File: config.mk
export PLATFORM = sky130hd
export DESIGN_NAME = multi_cycle_ctrl
export DESIGN_NICKNAME = d
export VERILOG_FILES = /design/src/rtl/multi_cycle_ctrl.sv
export SDC_FILE = /design/constraint.sdc
export NUM_CORES = 1
export LEC_CHECK = 0
export CAP_MARGIN = 25
export CORE_AREA = 3 3 102 104
export CTS_BUF_LIST = sky130_fd_sc_hd__clkbuf_4 sky130_fd_sc_hd__clkbuf_8
export DETAILED_ROUTE_END_ITERATION = 8
export DIE_AREA = 0 0 105 107
export GPL_ROUTABILITY_DRIVEN = 0
export PLACE_DENSITY = 0.54
export SLEW_MARGIN = 5
export SYNTH_ARGS = -nofsm -noshare
export SYNTH_HDL_FRONTEND = slang
export SYNTH_SLANG_ARGS = --single-unit
File: constraint.sdc
create_clock -name clk -period 3.45 [get_ports clk]
set_input_delay 0.345 -clock clk [delete_from_list [all_inputs] [get_ports clk]]
set_output_delay 0.345 -clock clk [all_outputs]
set_load 0.02 [all_outputs]
File: src/rtl/multi_cycle_ctrl.sv
// Multi-cycle MIPS control unit: sequences each instruction through fetch/decode/
// execute/memory/writeback, stalls on mem_ready, resolves branches and counts retires.
module multi_cycle_ctrl #(
  parameter int OP_W    = 6,
  parameter int ALUOP_W = 2,
  parameter int CNT_W   = 32
) (
  input  logic               clk,
  input  logic               rst,
  input  logic [OP_W-1:0]    op,
  input  logic               zero,
  input  logic               neg,
  input  logic               mem_ready,
  output logic               iord,
  output logic               mem_read,
  output logic               mem_write,
  output logic               ir_write,
  output logic               pc_write,
  output logic               pc_src,
  output logic               reg_dst,
  output logic               mem_to_reg,
  output logic               alu_src,
  output logic [ALUOP_W-1:0] alu_op,
  output logic               reg_write,
  output logic               illegal,
  output logic [3:0]         state,
  output logic [CNT_W-1:0]   instr_count
);

  localparam logic [OP_W-1:0] OP_RTYPE = OP_W'(6'b000000);
  localparam logic [OP_W-1:0] OP_BEQ   = OP_W'(6'b000100);
  localparam logic [OP_W-1:0] OP_BNE   = OP_W'(6'b000101);
  localparam logic [OP_W-1:0] OP_BGTZ  = OP_W'(6'b000111);
  localparam logic [OP_W-1:0] OP_LW    = OP_W'(6'b100011);
  localparam logic [OP_W-1:0] OP_SW    = OP_W'(6'b101011);
  localparam logic [OP_W-1:0] OP_ADDI  = OP_W'(6'b001000);
  localparam logic [OP_W-1:0] OP_SLTI  = OP_W'(6'b001010);
  localparam logic [OP_W-1:0] OP_ANDI  = OP_W'(6'b001100);
  localparam logic [OP_W-1:0] OP_ORI   = OP_W'(6'b001101);

  typedef enum logic [3:0] {
    S_FETCH    = 4'd0,
    S_DECODE   = 4'd1,
    S_EX_R     = 4'd2,
    S_EX_I     = 4'd3,
    S_WB_R     = 4'd4,
    S_WB_I     = 4'd5,
    S_MEM_ADDR = 4'd6,
    S_MEM_RD   = 4'd7,
    S_WB_MEM   = 4'd8,
    S_MEM_WR   = 4'd9,
    S_BR       = 4'd10,
    S_TRAP     = 4'd11
  } state_t;

  state_t          state_q;
  state_t          state_next;
  logic [OP_W-1:0] op_q;
  logic            retire;
  logic            taken;

  assign state = state_q;

  // An instruction retires on the edge that leaves its last state; a store
  // only leaves MEM_WR once memory has accepted the write.
  assign retire = (state_q == S_WB_R) || (state_q == S_WB_I) ||
                  (state_q == S_WB_MEM) || (state_q == S_BR) ||
                  ((state_q == S_MEM_WR) && mem_ready);

  always_comb begin
    taken = 1'b0;
    case (op_q)
      OP_BEQ:  taken = zero;
      OP_BNE:  taken = !zero;
      OP_BGTZ: taken = !zero && !neg;
      default: taken = 1'b0;
    endcase
  end

  always_ff @(posedge clk) begin
    if (rst) begin
      state_q     <= S_FETCH;
      op_q        <= '0;
      instr_count <= '0;
    end else begin
      state_q <= state_next;
      if (state_q == S_DECODE) begin
        op_q <= op;
      end
      if (retire) begin
        instr_count <= instr_count + CNT_W'(1);
      end
    end
  end

  // DECODE dispatches on the live opcode (op_q is being loaded on the same
  // edge); every later state only looks at op_q.
  always_comb begin
    state_next = state_q;
    case (state_q)
      S_FETCH:  if (mem_ready) state_next = S_DECODE;
      S_DECODE: begin
        case (op)
          OP_RTYPE:                         state_next = S_EX_R;
          OP_BEQ, OP_BNE, OP_BGTZ:          state_next = S_BR;
          OP_LW, OP_SW:                     state_next = S_MEM_ADDR;
          OP_ADDI, OP_SLTI, OP_ANDI, OP_ORI: state_next = S_EX_I;
          default:                          state_next = S_TRAP;
        endcase
      end
      S_EX_R:     state_next = S_WB_R;
      S_EX_I:     state_next = S_WB_I;
      S_WB_R:     state_next = S_FETCH;
      S_WB_I:     state_next = S_FETCH;
      S_MEM_ADDR: state_next = (op_q == OP_LW) ? S_MEM_RD : S_MEM_WR;
      S_MEM_RD:   if (mem_ready) state_next = S_WB_MEM;
      S_WB_MEM:   state_next = S_FETCH;
      S_MEM_WR:   if (mem_ready) state_next = S_FETCH;
      S_BR:       state_next = S_FETCH;
      S_TRAP:     state_next = S_TRAP;
      default:    state_next = S_FETCH;
    endcase
  end

  // Outputs are forced low while rst is held so an aborted access never
  // reaches memory or the register bank.
  always_comb begin
    iord       = 1'b0;
    mem_read   = 1'b0;
    mem_write  = 1'b0;
    ir_write   = 1'b0;
    pc_write   = 1'b0;
    pc_src     = 1'b0;
    reg_dst    = 1'b0;
    mem_to_reg = 1'b0;
    alu_src    = 1'b0;
    alu_op     = '0;
    reg_write  = 1'b0;
    illegal    = 1'b0;
    if (!rst) begin
      case (state_q)
        S_FETCH: begin
          mem_read = 1'b1;
          ir_write = mem_ready;
          pc_write = mem_ready;
        end
        S_EX_R: begin
          alu_op = ALUOP_W'(2'b10);
        end
        S_EX_I: begin
          alu_src = 1'b1;
          alu_op  = (op_q == OP_ADDI) ? ALUOP_W'(2'b00) : ALUOP_W'(2'b11);
        end
        S_WB_R: begin
          reg_write = 1'b1;
          reg_dst   = 1'b1;
        end
        S_WB_I: begin
          reg_write = 1'b1;
        end
        S_MEM_ADDR: begin
          alu_src = 1'b1;
          alu_op  = ALUOP_W'(2'b00);
        end
        S_MEM_RD: begin
          mem_read = 1'b1;
          iord     = 1'b1;
        end
        S_WB_MEM: begin
          reg_write  = 1'b1;
          mem_to_reg = 1'b1;
        end
        S_MEM_WR: begin
          mem_write = 1'b1;
          iord      = 1'b1;
        end
        S_BR: begin
          alu_op   = ALUOP_W'(2'b01);
          pc_src   = 1'b1;
          pc_write = taken;
        end
        S_TRAP: begin
          illegal = 1'b1;
        end
        default: begin
        end
      endcase
    end
  end

endmodule

# After elaboration in Yosys (flattened, before gate mapping)

Index checks and enable logic that the tools add are counted.

Flip-flop bits (word level): 42
Latch bits: 0
RAM bits: 0
ROM bits: 0
Bits of input ports: 11
Output and inout port bits: 49
Logic and storage cells: 82
Memories: 0

Add/sub/neg operators: 1
$mul: 0
Divide/modulo/power cells: 0
Magnitude comparators: 0
Equality and inequality tests: 28
Shift-type cells: 0
Muxes and demuxes: 32
Bitwise gates (word level): 0
Reduce and logical (&&, ||, !) cells: 18

Operators by type and width:

| kind                    | count |
|---|---|
| $eq A6 B3 Y1 const B    | 6 |
| $add A32 B1 Y32 const B | 1 |
| $pmux W4 S8             | 1 |
| $eq A6 B4 Y1 const B    | 5 |
| $mux W1                 | 21 |
| $eq A6 B6 Y1 const B    | 3 |
| $eq A4 B3 Y1 const B    | 4 |
| $eq A4 B4 Y1 const B    | 4 |
| $mux W4                 | 4 |
| $pmux W4 S4             | 1 |
| $eq A4 B2 Y1 const B    | 2 |
| $reduce_or A2 Y1        | 4 |
| $logic_not A6 Y1        | 1 |
| $ne A2 B2 Y1 const B    | 3 |
| $pmux W2 S3             | 1 |
| $reduce_or A3 Y1        | 2 |
| $eq A4 B1 Y1 const B    | 1 |
| $logic_not A4 Y1        | 1 |
| $logic_or A1 B1 Y1      | 4 |
| $mux W2                 | 2 |
| $reduce_or A4 Y1        | 1 |
| $pmux W1 S3             | 1 |
| $reduce_and A3 Y1       | 1 |
| $logic_and A1 B1 Y1     | 2 |
| 2 further kinds         | 3 |

# Logic depth before layout (Yosys ltp)

Depth in word-level cells: 5
Mapped depth: 7
Gate-level depth less buffers: 6

# Least setup slack after synthesis

No wires, ideal clock.

Kind: flip-flop to output port
From: register state_q[2], in the netlist state[2]
To: output pc_write
Arrival time: 2,101 ps
Required time: 3,105 ps
Setup slack: 1,004 ps
Cell stages (with the launch flop): 6
Path buffers: 1
Cells stage by stage: dfxtp_1 buf_2 nand2b_1 nor4b_1 nand4b_1 o21bai_1

Cells in the longest elaborated chain, start to end: 3
Elaborated cells on any way between the ends: 4
Classes of those cells: eq/ne: 1; mux: 2; reduce/logical: 1

RTL lines:

| element                                                 | line | source |
|---|---|---|
| start, declared                                         | 56   | `state_t state_q;` |
| start signal, assigned                                  | 86   | `state_q <= state_next;` |
| $eq A4 B4 Y1 / $logic_not A4 Y1 (equally long branches) | 141  | `case (state_q)` |
| $pmux W1 S2 *                                           | 141  |  |
| $mux W1 *                                               | 140  | `if (!rst) begin` |
| end, declared                                           | 18   | `output logic pc_write,` |

Every way passes the cells marked *; elsewhere a longest branch is shown, timed or not.

# Worst setup path after layout

From: register state_q[3], in the netlist state[3]
To: output pc_write

Same word-level chain as after synthesis.

==> reports/qor.csv <==
stage,metric,value,unit
power,p_comb_frac,0.168,
die,die_x,105,um
routing,routed-wl-met2,2920,um
routing,drt_iter0_drc,74,
grt,antenna_found_initial,0,
power,leakage,1.025,nW
grt,grt_pass1_vias,1921,
setup_path,crit_family,simple AND/OR/NAND/NOR gates,
timing,setup_violations,0,
status,status,"finished, final reports clean",
die,die-area,0.01124,mm^2
power,power_density,360.7,mW/mm^2
logic_synthesis,ys_seq_elements,42,
timing,slew_headroom,0.4522,
grt,grt_start_max_net_pins,41,
logic_synthesis,synth_flop_cell,dfxtp_1,
routing,via_per_inst,4.472,
logic_synthesis,ys.warnings.count,0,
power,ir_drop,0.2304,mV
setup_path,worstSetupStartpointType,flop,
logic_synthesis,yosys.area.top_type_share,0.3676,
timing,hold_viol_final,0,
setup_path,crit_path_max_incr_delay,0.66,ns
die,pin_count,60,
routing,drtPass1Iterations,4,
placement,dp_hpwl,4349,um
timing,rsz0062_at_grt,false,
routing,routed_wirelength,5927,um
routing,num_vias,2066,
layout,fillers,1041,
logic_synthesis,syn_nets,289,
clocking,cts.htree.levels,2,
clocking,numCtsBuffers,5,
timing,post-route-min-period,2.821,ns
logic_synthesis,postSynthCellCount,277,
power,power_switching_share,0.2687,
placement,place_area,0.002982,mm^2
grt,grt_pass1_wl,9591,um
job,cap_violations,0,
power,p_clk_frac,0.351,
layout,multiInputGateArea,0.001366,mm^2
logic_synthesis,seq_area_frac_synth,0.3676,
power,p_switching,300.1,uW
logic_synthesis,syn_area,0.002287,mm^2
logic_synthesis,synth_most_common_cell,nor2_1,
clocking,clk_path_buf_depth,2,
timing,worstMarginPinSlew,0.8155,ns
layout,antenna_cells,0,
logic_synthesis,async_reset_ff_frac,0,
logic_synthesis,yosys.area.top_type,dfxtp_1,
die,num_rows,36,
layout,syn2layout_area_growth,35.34,%
power,intPower,816.6,uW
clocking,post_cts_resized,0,
clocking,cts_root_buf,clkbuf_8,
die,die_h,107,um
die,fp.coreArea,0.009639,mm^2
setup_path,crit_chain,nand2b_1 -> nor4b_1 -> nand4b_1 -> o21bai_1 -> clkdlybuf4s50_1,
clocking,clk_pin_slew_worst_paths,0.08,ns
setup_path,critPathBufInv,1,
logic_synthesis,synth_area_leaders,"dfxtp_1 (37%), xor2_1 (8.4%), nor2_1 (7.4%)",
logic_synthesis,synthTopCellsByCount,"nor2_1 (45), dfxtp_1 (42), xor2_1 (22), nand2_1 (17), nand3_1 (16)",
layout,drive_gt1_frac,0.05471,
setup_path,worstPathRequired,3.11,ns
setup_path,crit_slowest_cell,dfxtp_1,
timing,finalSetupTns,0,ns
routing,postRouteAntennaNets,0,
clocking,postCtsHoldBufs,0,
placement,dp_cells,454,
setup_path,worstPathArrival,2.48,ns
worst_hold_path,worstHoldPathType,in -> reg,
routing,m1WireLength,2744,um
setup_path,reg2reg_slack,1.10,ns
logic_synthesis,avgSynthCellArea,8.257,um^2
setup_path,reg2reg_depth,5,
routing,drc,0,
setup_path,crit_path_end_kind,output port,
worst_hold_path,whs_path_depth,2,
die,start_util,0.2373,
power,pwr-share-seq,0.481,
grt,grt_usage,0.1043,
setup_path,critical_path_class,reg -> out,
logic_synthesis,synth.distinct_cells,44,
routing,met3_length,232,um
timing,drv_slew,0,
clocking,clk_latency,0.29,ns
timing,fmax,0.3545,GHz
power,power,1.117,mW
setup_path,cp.depth,5,
clocking,clock-sinks,42,
timing,whs,0.3989,ns
timing,min_period_over_period,0.8176,
clocking,post_cts_buffers,0,
layout,final_area,0.003095,mm^2
layout,finalNetCount,340,
logic_synthesis,synth_edf_count,0,
placement,numPortBuffers,59,
grt,grt_overflow,0,
timing,clock-skew-final,0.008962,ns
clocking,cts_tree,built,
routing,wl_per_cell,12.83,um
setup_path,critical_path.max_fanout,17,
layout,final_cells,462,
routing,highest_layer,met4,
layout,regArea,840.8,um^2
==> worst register-to-register path, delay by kind of cell, from the launching register on <==
kind / cells / cell delay, ns
flip-flops: 1 / 0.70
AO/OA/AOI/OAI: 2 / 0.54
AND/OR/NAND/NOR: 3 / 1.06
==> power by group through the flow <==
stage	clock network (mW)	registers [mW]	logic, mW
after floorplan	0	0.533	0.134
after global placement	0	0.547	0.189
after detailed placement	0	0.548	0.188
after CTS	0.411	0.536	0.189
after global routing	0.432	0.543	0.206
final	0.392	0.537	0.187
==> cell families (layout without fill, tap and decap cells) <==
logic type | Yosys count | count (layout) | synth area share
AO/OA/AOI/OAI | 32 | 32 | 0.1029
buffers and inverters | 20 | 72 | 0.03501
multiplexers | 9 | 9 | 0.03939
AND/OR/NAND/NOR | 144 | 144 | 0.3386
flip-flops | 42 | 42 | 0.3676
XOR/XNOR | 29 | 29 | 0.1110
adder cells (fa/ha/maj) | 1 | 1 | 0.005470
==> final timing paths <==
| kind | from | endpoint |
|---|---|---|
| setup / recovery | state[3] | pc_write |
| setup reg to reg | state[2] | instr_count[26] |
| hold reg to reg | instr_count[29] | instr_count[29] |
| hold / removal | rst | op_q[4] |
==> layout by cell type, fill, tap and decap left out, types with 7 or more instances in the layout <==
cell / instances
xnor2_1: 7
nand4_1: 13
nand3_1: 16
clkdlybuf4s50_1: 58
nand2b_1: 8
a21oi_1: 11
mux2i_1: 9
nor2_1: 45
nor3_1: 10
nand2_1: 17
xor2_1: 22
nor2b_1: 8
dfxtp_1: 42
==> routing by layer <==
layer,track usage,up-vias
li1,-,1073
met1,0.1353,953
met3,0.02589,2
met5,0,-
met4,0.02249,0
met2,0.1755,38
==> per-stage QoR <==
stage	utilization	setup WS, ns
2_1_floorplan	-	1.004
6_report	0.3211	0.6292
3_5_place_dp	0.3093	0.9112
5_1_grt	0.3211	0.2811
4_1_cts	0.3211	0.6081
3_3_place_gp	0.3093	0.9414
==> state kept, by name (all words and copies together), names as in the netlist <==
register	cells
instr_count	32
op_q	6
state	4
==> layout make-up <==
cell class                 count  share of cell area
inverter                       4            0.004850
tap                          133             0.05376
multi-input combinational    215              0.4414
timing repair buffer          60              0.1916
clock inverter                 2             0.01213
sequential                    42              0.2716
clock buffer                   6             0.02466
No activity file was read; power rests on OpenSTA's default activity.
